**config.mk**
```make
export PLATFORM = sky130hd
export DESIGN_NAME = gpr_wb_arbiter
export DESIGN_NICKNAME = d
export VERILOG_FILES = /design/src/rtl/gpr_wb_arbiter.sv
export SDC_FILE = /design/constraint.sdc
export NUM_CORES = 1
export LEC_CHECK = 0
export CORE_MARGIN = 2
export CORE_UTILIZATION = 31
export CTS_BUF_LIST = sky130_fd_sc_hd__clkbuf_4 sky130_fd_sc_hd__clkbuf_8
export CTS_CLUSTER_DIAMETER = 100
export DETAILED_ROUTE_END_ITERATION = 8
export PLACE_DENSITY = 0.67
export SYNTH_ARGS = -nofsm -noshare
export SYNTH_HDL_FRONTEND = slang
export SYNTH_SLANG_ARGS = --single-unit
```
**constraint.sdc**
```tcl
create_clock -name clk_i -period 5.3 [get_ports clk_i]
set_clock_uncertainty 0.1 [all_clocks]
set_input_delay 1.06 -clock clk_i [delete_from_list [all_inputs] [get_ports clk_i]]
set_output_delay 1.06 -clock clk_i [all_outputs]
set_load 0.05 [all_outputs]
```
**src/rtl/gpr_wb_arbiter.sv**
```systemverilog
// Write-back arbiter sharing the single GPR write port between the execute (port 0)
// and load (port 1) producers, each with a one-entry holding buffer.
module gpr_wb_arbiter #(
  parameter int unsigned DataWidth   = 32,
  parameter int unsigned RfAddrWidth = 5,
  parameter int unsigned NbGpr       = 32
) (
  input  logic                   clk_i,
  input  logic                   rst_i,
  input  logic                   wb0_valid_i,
  input  logic [RfAddrWidth-1:0] wb0_rd_i,
  input  logic [DataWidth-1:0]   wb0_val_i,
  output logic                   wb0_ready_o,
  input  logic                   wb1_valid_i,
  input  logic [RfAddrWidth-1:0] wb1_rd_i,
  input  logic [DataWidth-1:0]   wb1_val_i,
  output logic                   wb1_ready_o,
  output logic [RfAddrWidth-1:0] rd_o,
  output logic [DataWidth-1:0]   rd_val_o,
  output logic                   rd_valid_o,
  output logic [NbGpr-1:0]       pending_o
);

  typedef enum logic [1:0] {
    AGE_TIE      = 2'd0,
    AGE_P0_OLDER = 2'd1,
    AGE_P1_OLDER = 2'd2
  } age_e;

  logic                   buf0_valid;
  logic [RfAddrWidth-1:0] buf0_rd;
  logic [DataWidth-1:0]   buf0_val;
  logic                   buf1_valid;
  logic [RfAddrWidth-1:0] buf1_rd;
  logic [DataWidth-1:0]   buf1_val;

  age_e age_q;
  age_e age_d;
  logic rr_q;
  logic rr_d;

  logic elig0, elig1;
  logic drop0, drop1;
  logic grant0, grant1;
  logic tie_grant;
  logic retire0, retire1;
  logic load0, load1;
  logic arb_load0, arb_load1;
  logic stay0, stay1;

  // Grant is purely a function of registered state.
  always_comb begin
    elig0     = buf0_valid && (buf0_rd != '0);
    elig1     = buf1_valid && (buf1_rd != '0);
    drop0     = buf0_valid && (buf0_rd == '0);
    drop1     = buf1_valid && (buf1_rd == '0);
    grant0    = 1'b0;
    grant1    = 1'b0;
    tie_grant = 1'b0;
    if (elig0 && elig1) begin
      case (age_q)
        AGE_P0_OLDER: grant0 = 1'b1;
        AGE_P1_OLDER: grant1 = 1'b1;
        default: begin
          tie_grant = 1'b1;
          if (rr_q) begin
            grant1 = 1'b1;
          end else begin
            grant0 = 1'b1;
          end
        end
      endcase
    end else begin
      grant0 = elig0;
      grant1 = elig1;
    end
    retire0 = grant0 || drop0;
    retire1 = grant1 || drop1;
  end

  always_comb begin
    wb0_ready_o = !rst_i && (!buf0_valid || retire0);
    wb1_ready_o = !rst_i && (!buf1_valid || retire1);
    load0       = wb0_valid_i && wb0_ready_o;
    load1       = wb1_valid_i && wb1_ready_o;
    stay0       = buf0_valid && !retire0;
    stay1       = buf1_valid && !retire1;
  end

  // x0 loads are dropped unseen, so they are kept out of the age bookkeeping.
  always_comb begin
    arb_load0 = load0 && (wb0_rd_i != '0);
    arb_load1 = load1 && (wb1_rd_i != '0);
    age_d     = age_q;
    if (arb_load0 && arb_load1) begin
      age_d = AGE_TIE;
    end else if (arb_load0) begin
      age_d = stay1 ? AGE_P1_OLDER : AGE_TIE;
    end else if (arb_load1) begin
      age_d = stay0 ? AGE_P0_OLDER : AGE_TIE;
    end
    rr_d = tie_grant ? ~rr_q : rr_q;
  end

  always_ff @(posedge clk_i) begin
    if (rst_i) begin
      buf0_valid <= 1'b0;
      buf0_rd    <= '0;
      buf0_val   <= '0;
      buf1_valid <= 1'b0;
      buf1_rd    <= '0;
      buf1_val   <= '0;
      age_q      <= AGE_TIE;
      rr_q       <= 1'b0;
    end else begin
      if (load0) begin
        buf0_valid <= 1'b1;
        buf0_rd    <= wb0_rd_i;
        buf0_val   <= wb0_val_i;
      end else if (retire0) begin
        buf0_valid <= 1'b0;
      end
      if (load1) begin
        buf1_valid <= 1'b1;
        buf1_rd    <= wb1_rd_i;
        buf1_val   <= wb1_val_i;
      end else if (retire1) begin
        buf1_valid <= 1'b0;
      end
      age_q <= age_d;
      rr_q  <= rr_d;
    end
  end

  // Outputs are forced low during reset so a buffered write is never committed.
  always_comb begin
    rd_valid_o = 1'b0;
    rd_o       = '0;
    rd_val_o   = '0;
    if (!rst_i) begin
      if (grant0) begin
        rd_valid_o = 1'b1;
        rd_o       = buf0_rd;
        rd_val_o   = buf0_val;
      end else if (grant1) begin
        rd_valid_o = 1'b1;
        rd_o       = buf1_rd;
        rd_val_o   = buf1_val;
      end
    end
  end

  always_comb begin
    pending_o = '0;
    if (!rst_i) begin
      for (int unsigned i = 1; i < NbGpr; i++) begin
        pending_o[i] = (buf0_valid && (buf0_rd == RfAddrWidth'(i))) ||
                       (buf1_valid && (buf1_rd == RfAddrWidth'(i)));
      end
    end
  end

endmodule
```
==> flow_summary.html, run 1 <==
<table>
<tr><th>Metric</th><th>Value</th></tr>
<tr><th colspan="2">Yosys</th></tr>
<tr><td>Part of the Yosys area used for sequential elements</td><td>36.63%</td></tr>
<tr><td>Syn nets</td><td>636</td></tr>
<tr><td>Synth Cell Area</td><td>4318 µm²</td></tr>
<tr><td>Cell count after synthesis</td><td>556</td></tr>
<tr><td>Number of synthesized register bits</td><td>79</td></tr>
<tr><td>Cell variety after synth</td><td>37</td></tr>
<tr><td>Avg Inst Size Synth</td><td>7.766 µm²</td></tr>
<tr><td>Count of warnings emitted by yosys</td><td>0</td></tr>
<tr><th colspan="2">Place</th></tr>
<tr><td>Setup slack at placement</td><td>0.7841 ns</td></tr>
<tr><td>Placed cell count</td><td>849</td></tr>
<tr><td>Weighted congestion at the end of routability-driven global placement</td><td>0.9693</td></tr>
<tr><td>Number of input and output port buffers inserted</td><td>148</td></tr>
<tr><td>Detailed Place HPWL</td><td>9102 µm</td></tr>
<tr><th colspan="2">Worst setup path</th></tr>
<tr><td>Cell with the largest stage delay on the worst path</td><td>sky130_fd_sc_hd__clkdlybuf4s50_1</td></tr>
<tr><td>CP Cell Sequence</td><td>inv_1, ha_1, inv_1, o21ai_0, o21ba_2, buf_4, nand2_1, a21oi_1, clkdlybuf4s50_1</td></tr>
<tr><td>Worst r2r dst</td><td>buf1_val[9]$_SDFFE_PP0P_</td></tr>
<tr><td>Setup Crit Path Kind</td><td>reg2out</td></tr>
<tr><td>Max FO, Critical Path</td><td>25</td></tr>
<tr><td>R2R setup slack</td><td>1.96 ns</td></tr>
<tr><td>Largest incremental delay on the critical path</td><td>0.85 ns</td></tr>
<tr><td>Critical path's most frequent cell</td><td>sky130_fd_sc_hd__inv_1</td></tr>
<tr><td>Req. time, crit path</td><td>4.14 ns</td></tr>
<tr><td>Critical path endpoint category</td><td>output pin</td></tr>
<tr><td>Worst EP arrival</td><td>3.76 ns</td></tr>
<tr><td>Launching element type of the critical path</td><td>flop</td></tr>
<tr><td>Source of the worst register-to-register timing path</td><td>buf0_rd[3]$_SDFFE_PP0P_</td></tr>
<tr><td>Worst R2R Path Depth</td><td>6</td></tr>
<tr><th colspan="2">CTS</th></tr>
<tr><td>H-tree depth reported by CTS</td><td>3</td></tr>
<tr><td>Clk root buf</td><td>sky130_fd_sc_hd__clkbuf_8</td></tr>
<tr><td>Post-cts gate resize count</td><td>0</td></tr>
<tr><td>Buffer count from post-CTS setup fixing</td><td>0</td></tr>
<tr><td>Clock edge transition at the registers on the reported setup and hold paths</td><td>0.08 ns</td></tr>
<tr><td>TritonCTS clock tree</td><td>done</td></tr>
<tr><td>Hold buffers post-CTS</td><td>0</td></tr>
<tr><td>Num Clock Sinks</td><td>79</td></tr>
<tr><td>TritonCTS Buffers</td><td>9</td></tr>
<tr><td>Worst-Skew Late Latency</td><td>0.36 ns</td></tr>
<tr><td>Buffer levels on the longest clock path</td><td>2</td></tr>
<tr><th colspan="2">Power and ir drop</th></tr>
<tr><td>Part of the total power dissipated in the clock network</td><td>36.4%</td></tr>
<tr><td>Peak VDD IR</td><td>119.1 µV</td></tr>
<tr><td>Part of the total power dissipated in sequential elements</td><td>43.2%</td></tr>
<tr><td>Fraction of power spent switching nets</td><td>28.14%</td></tr>
<tr><td>Internal power</td><td>0.001112 W</td></tr>
<tr><td>Psw</td><td>0.0004357 W</td></tr>
<tr><td>Total power divided by cell area</td><td>250.5 nW/µm²</td></tr>
<tr><td>Part of the power in combinational logic</td><td>20.4%</td></tr>
<tr><td>Leakage</td><td>2.407 nW</td></tr>
<tr><td>Post-layout total power</td><td>0.001548 W</td></tr>
<tr><th colspan="2">Finish</th></tr>
<tr><td>Layout-stage area growth over the synthesis result</td><td>43.12%</td></tr>
<tr><td>Most used cells in the layout excluding fill and tap cells</td><td>147 x sky130_fd_sc_hd__clkdlybuf4s50_1, 79 x sky130_fd_sc_hd__dfxtp_1, 78 x sky130_fd_sc_hd__nand2_1</td></tr>
<tr><td>Diode insertion count for antenna repair</td><td>0</td></tr>
<tr><td>Most frequent standard cell in the layout excluding fill and tap cells</td><td>sky130_fd_sc_hd__clkdlybuf4s50_1</td></tr>
<tr><td>Post-route insts no fill</td><td>865</td></tr>
<tr><td>Share of layout cells above drive strength 1</td><td>9.343%</td></tr>
<tr><td>Layout net count</td><td>760</td></tr>
<tr><th colspan="2">Die</th></tr>
<tr><td>Horizontal die dimension</td><td>122.0 µm</td></tr>
<tr><td>FP Rows</td><td>43</td></tr>
<tr><td>Top-level port count</td><td>150</td></tr>
<tr><td>Initial Utilization</td><td>31.47%</td></tr>
<tr><td>Die footprint</td><td>14890 µm²</td></tr>
<tr><td>Die Y-Extent</td><td>122.0 µm</td></tr>
<tr><td>Placeable Area</td><td>13720 µm²</td></tr>
<tr><th colspan="2">Timing</th></tr>
<tr><td>Final Setup Violations</td><td>0</td></tr>
<tr><td>Final count of pins violating max slew</td><td>0</td></tr>
<tr><td>Max-slew headroom</td><td>17.81%</td></tr>
<tr><td>Setup total negative slack</td><td>0 ns</td></tr>
<tr><td>Transition at the pin with the smallest max-transition slack</td><td>1.230 ns</td></tr>
<tr><td>Final Hold Vio Count</td><td>0</td></tr>
<tr><td>Part of the cycle the worst path needs</td><td>92.92%</td></tr>
<tr><td>Fmax</td><td>203.0 MHz</td></tr>
<tr><td>RSZ-0062 raised after global routing</td><td>false</td></tr>
<tr><td>Final critical-path required period</td><td>4.925 ns</td></tr>
<tr><td>Minimum setup slack in the final design</td><td>0.3751 ns</td></tr>
<tr><th colspan="2">Hold path</th></tr>
<tr><td>Count of cells along the worst hold path</td><td>2</td></tr>
<tr><td>Endpoint, Worst Hold</td><td>buf0_val[5]$_SDFFE_PP0P_</td></tr>
<tr><td>Kind of path behind the tightest hold check</td><td>reg2reg</td></tr>
<tr><td>Startpoint of the most critical hold path</td><td>buf0_val[5]$_SDFFE_PP0P_</td></tr>
<tr><th colspan="2">Global route</th></tr>
<tr><td>Initial antenna violation count</td><td>0</td></tr>
<tr><td>Wire length of the first global-routing pass</td><td>21000 µm</td></tr>
<tr><td>GRT overflow</td><td>0</td></tr>
<tr><td>Largest net degree at the start of global routing</td><td>76</td></tr>
<tr><td>Vias in the first global route</td><td>4243</td></tr>
<tr><td>Total routing resource utilization after global routing</td><td>17.64%</td></tr>
<tr><th colspan="2">Drt</th></tr>
<tr><td>Average wire per cell in the routed design</td><td>14.90 µm</td></tr>
<tr><td>DRC marker count from the first detailed-route iteration</td><td>174</td></tr>
<tr><td>Via count of the routed design</td><td>4200</td></tr>
<tr><td>First-pass DRT Iterations</td><td>5</td></tr>
<tr><td>DRC violation count after routing</td><td>0</td></tr>
<tr><td>Vias per Instance</td><td>4.855</td></tr>
<tr><td>WL final</td><td>12890 µm</td></tr>
<tr><td>Antenna Violating Nets Remaining</td><td>0</td></tr>
<tr><th colspan="2">Run status</th></tr>
<tr><td>Run status</td><td>complete, no violations</td></tr>
<tr><th colspan="2">Job</th></tr>
<tr><td># Max-Cap Violations</td><td>0</td></tr>
</table>
==> per-layer routing <==
layer,share of wire (%),up-vias,GRT usage (%)
met2,47,169,29.50
met5,0,-,0
met1,44,1923,22.14
met3,7.7,14,4.448
li1,-,2094,-
met4,1.5,0,5.891
==> synth_stat cells (all sizes together) <==
master	number	area [µm²]
a2111oi	1	15.01
a21oi	38	190.2
a22oi	31	232.7
and2	2	12.52
buf	14	82.57
clkbuf	28	106.4
conb	1	3.750
dfxtp	79	1582
ha	2	25.02
inv	42	157.7
mux2	37	529.3
nand2	78	292.8
nand2b	7	43.79
nand3	37	185.2
nand4	1	6.260
nor2	52	195.2
nor2b	42	262.8
nor3	6	30.03
o211a	2	20.02
o21a	2	15.01
o21ai	44	242.7
o21ba	1	10.01
o21bai	1	7.510
o311ai	1	8.760
o31ai	1	7.510
or3	1	6.260
or3b	1	8.760
or4	3	30.03
xnor2	1	8.760
==> logic make-up after synthesis <==
logic type               count (synthesis)  synth area share [%]
XOR/XNOR                                 1                0.2029
adder cells (fa/ha/maj)                  2                0.5794
multiplexers                            37                 12.26
AO/OA/AOI/OAI                          122                 17.36
flip-flops                              79                 36.63
AND/OR/NAND/NOR                        230                 24.86
other                                    1               0.08685
buffers and inverters                   84                 8.026
==> layout make-up <==
type	instances	area, µm²
fillers	1370	7540
multi-input cells	393	2432
flip-flops and latches	79	1582
repair buffers	155	1529
well taps	180	225.2
inverters	42	157.7
clock buffers	10	137.6
clock inverters	6	116.4
==> critical path, delay by kind of cell, from the launching register on <==
family	cells	cell delay [ns]
buffers and inverters	4	1.36
AND/OR/NAND/NOR	1	0.09
adder cells (fa/ha/maj)	1	0.35
flip-flops	1	0.35
AO/OA/AOI/OAI	3	1.25
==> state kept, by name, indices dropped and copies added (netlist names) <==
name        flops
buf1_val       32
rr_q            1
buf0_valid      1
buf0_val       32
buf1_rd         5
buf0_rd         5
age_q           2
buf1_valid      1
==> stage by stage <==
| stage | hold slack [ns] | instance area, µm² | utilization [%] |
|---|---|---|---|
| 3_3_place_gp | 0.3517 | 5926 | 43.19 |
| 4_1_cts | 0.3702 | 6180 | 45.04 |
| 5_1_grt | 0.3907 | 6180 | 45.04 |
| 2_1_floorplan | 0.3412 | 4318 | - |
| 6_report | 0.3670 | 6180 | 45.04 |
| 3_5_place_dp | 0.3577 | 5926 | 43.19 |
==> power groups by stage <==
stage	logic, W	registers (W)	clock network, W
final	0.000316	0.000669	0.000563
after global routing	0.000342	0.000675	0.000604
after CTS	0.000316	0.000669	0.000579
after detailed placement	0.000316	0.000682	0
after global placement	0.000309	0.000681	0
after floorplan	0.000199	0.000673	0
==> worst max-delay path by stage <==
stage	from	end	depth (start not counted)	slack, ns
2_1_floorplan	buf1_rd[0]$_SDFFE_PP0P_	rd_o[0]	7	1.51
3_3_place_gp	age_q[0]$_SDFFE_PP0P_	rd_val_o[9]	9	0.89
3_5_place_dp	age_q[0]$_SDFFE_PP0P_	rd_val_o[9]	9	0.78
4_1_cts	age_q[0]$_SDFFE_PP0P_	rd_val_o[9]	9	0.36
5_1_grt	age_q[0]$_SDFFE_PP0P_	rd_val_o[19]	9	0.15
6_report	age_q[0]$_SDFFE_PP0P_	rd_val_o[24]	9	0.38
No activity file was read; power rests on OpenSTA's default activity.
==> inputs of run 2 (changes only) <==
CAP_MARGIN = 20   (was unset)
CORE_MARGIN = unset   (was 2)
==> run 2 against run 1 <==
  * Worst hold slack got worse by 0.0025 ns
  * Register-to-register slack improved by 0.04 ns
  * Cell area fell by 0.22%
  * Sequential power barely moved
  * Fmax rose by 2.3%
  * Clock power fell by 14%
  * Critical endpoint is now rd_val_o[3]
  * Largest cell class unchanged
==> flow_summary.html, run 2 (same netlist as run 1, synthesis figures left out) <==
<table>
<tr><th>Metric</th><th>Value</th></tr>
<tr><th colspan="2">Run status</th></tr>
<tr><td>Run status</td><td>complete, no violations (unchanged)</td></tr>
<tr><th colspan="2">Worst setup path</th></tr>
<tr><td>Critical path's most frequent cell</td><td>sky130_fd_sc_hd__inv_1 (unchanged)</td></tr>
<tr><td>CP Cell Sequence</td><td>inv_1, ha_1, inv_1, o21ai_0, o21ba_4, buf_4, nand2_1, a21oi_1, clkdlybuf4s50_1 (was inv_1, ha_1, inv_1, o21ai_0, o21ba_2, buf_4, nand2_1, a21oi_1, clkdlybuf4s50_1)</td></tr>
<tr><td>Cell with the largest stage delay on the worst path</td><td>sky130_fd_sc_hd__clkdlybuf4s50_1 (unchanged)</td></tr>
<tr><td>Worst r2r dst</td><td>buf1_val[9]$_SDFFE_PP0P_ (unchanged)</td></tr>
<tr><td>Launching element type of the critical path</td><td>flop (unchanged)</td></tr>
<tr><td>Max FO, Critical Path</td><td>32 (was 25)</td></tr>
<tr><td>Largest incremental delay on the critical path</td><td>0.82 ns (was 0.85 ns)</td></tr>
<tr><td>Critical path endpoint category</td><td>output pin (unchanged)</td></tr>
<tr><td>Req. time, crit path</td><td>4.14 ns (about the same)</td></tr>
<tr><td>Start point of the critical path</td><td>age_q[0]$_SDFFE_PP0P_ (unchanged)</td></tr>
<tr><td>Setup Crit Path Kind</td><td>reg2out (unchanged)</td></tr>
<tr><td>Worst EP arrival</td><td>3.65 ns (was 3.76 ns)</td></tr>
<tr><td>R2R setup slack</td><td>2.00 ns (was 1.96 ns)</td></tr>
<tr><td>Number of buffer and inverter stages on the critical path</td><td>4 (unchanged)</td></tr>
<tr><td>Kind of cell with the highest combined delay on the critical path</td><td>compound AO/OA/AOI/OAI gates (was buffers and inverters)</td></tr>
<tr><td>Worst R2R Path Depth</td><td>6 (unchanged)</td></tr>
<tr><td>Source of the worst register-to-register timing path</td><td>buf0_rd[2]$_SDFFE_PP0P_ (was buf0_rd[3]$_SDFFE_PP0P_)</td></tr>
<tr><th colspan="2">Place</th></tr>
<tr><td>Detailed Place HPWL</td><td>9004 µm (was 9102 µm)</td></tr>
<tr><td>Weighted congestion at the end of routability-driven global placement</td><td>0.8768 (was 0.9693)</td></tr>
<tr><td>Number of input and output port buffers inserted</td><td>148 (unchanged)</td></tr>
<tr><th colspan="2">Finish</th></tr>
<tr><td>Layout net count</td><td>762 (was 760)</td></tr>
<tr><td>Share of layout cells above drive strength 1</td><td>9.475% (was 9.343%)</td></tr>
<tr><td>Top Registers</td><td>buf0_val: 32 flops, buf1_val: 32 flops (unchanged)</td></tr>
<tr><td>Multi-input logic area</td><td>2439 µm² (was 2432 µm²)</td></tr>
<tr><td>Most used cells in the layout excluding fill and tap cells</td><td>147 x sky130_fd_sc_hd__clkdlybuf4s50_1, 79 x sky130_fd_sc_hd__dfxtp_1, 78 x sky130_fd_sc_hd__nand2_1 (unchanged)</td></tr>
<tr><td>Fill cell total of the finished layout</td><td>1333 (was 1370)</td></tr>
<tr><td>Diode insertion count for antenna repair</td><td>0 (unchanged)</td></tr>
<tr><td>Most frequent standard cell in the layout excluding fill and tap cells</td><td>sky130_fd_sc_hd__clkdlybuf4s50_1 (unchanged)</td></tr>
<tr><td>Layout-stage area growth over the synthesis result</td><td>42.80% (was 43.12%)</td></tr>
<tr><td>Area taken by flip-flops and latches</td><td>1582 µm² (unchanged)</td></tr>
<tr><th colspan="2">CTS</th></tr>
<tr><td>Num Clock Sinks</td><td>79 (unchanged)</td></tr>
<tr><td>Worst-Skew Late Latency</td><td>0.35 ns (was 0.36 ns)</td></tr>
<tr><td>Clk root buf</td><td>sky130_fd_sc_hd__clkbuf_8 (unchanged)</td></tr>
<tr><td>TritonCTS Buffers</td><td>9 (unchanged)</td></tr>
<tr><td>TritonCTS clock tree</td><td>done (unchanged)</td></tr>
<tr><td>Buffer levels on the longest clock path</td><td>2 (unchanged)</td></tr>
<tr><td>Clock edge transition at the registers on the reported setup and hold paths</td><td>0.08 ns (about the same)</td></tr>
<tr><td>Hold buffers post-CTS</td><td>0 (unchanged)</td></tr>
<tr><td>H-tree depth reported by CTS</td><td>3 (unchanged)</td></tr>
<tr><th colspan="2">Timing</th></tr>
<tr><td>Final Setup Violations</td><td>0 (unchanged)</td></tr>
<tr><td>Transition at the pin with the smallest max-transition slack</td><td>1.020 ns (was 1.230 ns)</td></tr>
<tr><td>Setup total negative slack</td><td>0 ns (unchanged)</td></tr>
<tr><td>Final count of pins violating max slew</td><td>0 (unchanged)</td></tr>
<tr><td>RSZ-0062 raised after global routing</td><td>false (unchanged)</td></tr>
<tr><td>Final hold slack</td><td>0.3645 ns (was 0.3670 ns)</td></tr>
<tr><td>Max-slew headroom</td><td>32.01% (was 17.81%)</td></tr>
<tr><td>Part of the cycle the worst path needs</td><td>90.82% (was 92.92%)</td></tr>
<tr><td>Final critical-path required period</td><td>4.813 ns (was 4.925 ns)</td></tr>
<tr><td>Fmax</td><td>207.8 MHz (was 203.0 MHz)</td></tr>
<tr><td>Final Hold Vio Count</td><td>0 (unchanged)</td></tr>
<tr><th colspan="2">Global route</th></tr>
<tr><td>GRT overflow</td><td>0 (unchanged)</td></tr>
<tr><td>Vias in the first global route</td><td>4120 (was 4243)</td></tr>
<tr><td>Initial antenna violation count</td><td>0 (unchanged)</td></tr>
<tr><td>Largest net degree at the start of global routing</td><td>76 (unchanged)</td></tr>
<tr><td>Wire length of the first global-routing pass</td><td>20270 µm (was 21000 µm)</td></tr>
<tr><td>Total routing resource utilization after global routing</td><td>17.69% (was 17.64%)</td></tr>
<tr><th colspan="2">Drt</th></tr>
<tr><td>Vias per Instance</td><td>4.869 (was 4.855)</td></tr>
<tr><td>Average wire per cell in the routed design</td><td>14.68 µm (was 14.90 µm)</td></tr>
<tr><td>WL final</td><td>12650 µm (was 12890 µm)</td></tr>
<tr><td>DRC violation count after routing</td><td>0 (unchanged)</td></tr>
<tr><td>First-pass DRT Iterations</td><td>5 (unchanged)</td></tr>
<tr><td>Antenna Violating Nets Remaining</td><td>0 (unchanged)</td></tr>
<tr><td>Via count of the routed design</td><td>4197 (was 4200)</td></tr>
<tr><td>DRC marker count from the first detailed-route iteration</td><td>262 (was 174)</td></tr>
<tr><th colspan="2">Hold path</th></tr>
<tr><td>Kind of path behind the tightest hold check</td><td>reg2reg (unchanged)</td></tr>
<tr><td>Startpoint of the most critical hold path</td><td>buf0_val[24]$_SDFFE_PP0P_ (was buf0_val[5]$_SDFFE_PP0P_)</td></tr>
<tr><td>Count of cells along the worst hold path</td><td>2 (unchanged)</td></tr>
<tr><td>Endpoint, Worst Hold</td><td>buf0_val[24]$_SDFFE_PP0P_ (was buf0_val[5]$_SDFFE_PP0P_)</td></tr>
<tr><th colspan="2">Power and ir drop</th></tr>
<tr><td>Leakage</td><td>2.402 nW (was 2.407 nW)</td></tr>
<tr><td>Fraction of power spent switching nets</td><td>28.51% (was 28.14%)</td></tr>
<tr><td>Psw</td><td>0.0004197 W (was 0.0004357 W)</td></tr>
<tr><td>Internal power</td><td>0.001052 W (was 0.001112 W)</td></tr>
<tr><td>Part of the total power dissipated in the clock network</td><td>33.0% (was 36.4%)</td></tr>
<tr><td>Peak VDD IR</td><td>105.6 µV (was 119.1 µV)</td></tr>
<tr><td>Part of the power in combinational logic</td><td>21.5% (was 20.4%)</td></tr>
<tr><td>Part of the total power dissipated in sequential elements</td><td>45.5% (was 43.2%)</td></tr>
<tr><td>Total power divided by cell area</td><td>238.8 nW/µm² (was 250.5 nW/µm²)</td></tr>
<tr><th colspan="2">Die</th></tr>
<tr><td>Top-level port count</td><td>150 (unchanged)</td></tr>
<tr><td>Die footprint</td><td>14400 µm² (was 14890 µm²)</td></tr>
<tr><td>Horizontal die dimension</td><td>120.0 µm (was 122.0 µm)</td></tr>
<tr><td>FP Rows</td><td>42 (was 43)</td></tr>
<tr><td>Die Y-Extent</td><td>120.0 µm (was 122.0 µm)</td></tr>
<tr><td>Placeable Area</td><td>13400 µm² (was 13720 µm²)</td></tr>
<tr><td>Initial Utilization</td><td>32.22% (was 31.47%)</td></tr>
<tr><th colspan="2">Job</th></tr>
<tr><td># Max-Cap Violations</td><td>0 (unchanged)</td></tr>
</table>
run 2: power by group through the flow:
stage / clock network [W] / registers (W) / logic (W)
6_report: 0.000485 / 0.000670 / 0.000317
5_1_grt: 0.000521 / 0.000676 / 0.000342
4_1_cts: 0.000497 / 0.000670 / 0.000317
2_1_floorplan: 0 / 0.000673 / 0.000199
3_3_place_gp: 0 / 0.000681 / 0.000310
3_5_place_dp: 0 / 0.000683 / 0.000316
run 2: worst reg2reg max path, stage by stage (launching register included):
cell,delay (ns)
sky130_fd_sc_hd__dfxtp_1,0.49
sky130_fd_sc_hd__or4_4,0.20
sky130_fd_sc_hd__o21ai_4,0.11
sky130_fd_sc_hd__a2111oi_2,0.65
sky130_fd_sc_hd__or3b_2,0.91
sky130_fd_sc_hd__buf_4,0.39
sky130_fd_sc_hd__mux2_1,0.34
run 2: worst max path at each step:
stage | endpoint | cells past startpoint
detailed placement | rd_val_o[4] | 9
global placement | rd_val_o[5] | 9
global route | rd_val_o[2] | 9
finish | rd_val_o[3] | 9
CTS | rd_val_o[4] | 9
floorplan | rd_o[0] | 7
run 2: cell type report:
| class | count | share of cell area [%] |
|---|---|---|
| Multi-Input combinational cell | 393 | 39.55 |
| Sequential cell | 79 | 25.65 |
| Timing Repair Buffer | 157 | 25.16 |
| Tap cell | 176 | 3.571 |
| Clock buffer | 13 | 2.902 |
| Inverter | 42 | 2.557 |
| Clock inverter | 2 | 0.6088 |
run 2: metal layers:
metal	up-vias	share of wire [%]	track usage (%)
met5	-	0	0
met4	0	1.7	6.563
met3	17	7.7	4.373
met2	160	46	29.56
met1	1917	44	21.81
li1	2103	-	-
run 2: through the flow:
stage	setup WS (ns)	utilization, %	cells	cell area [µm²]	power [W]
floorplan	1.513	-	556	4318	0.0008716
global placement	0.7445	44.24	846	5928	0.0009915
detailed placement	0.6303	44.24	846	5928	0.0009990
CTS	0.2455	45.85	861	6145	0.001484
global route	0.1468	46.01	862	6166	0.001539
finish	0.4867	46.01	862	6166	0.001472
run 2: timing repair:
item / 4_1_cts / 5_1_grt
setup endpoints to repair: 0 / 6
setup buffers: 0 / 0
hold endpoints to repair: 0 / 0
gates resized for setup: 0 / 1
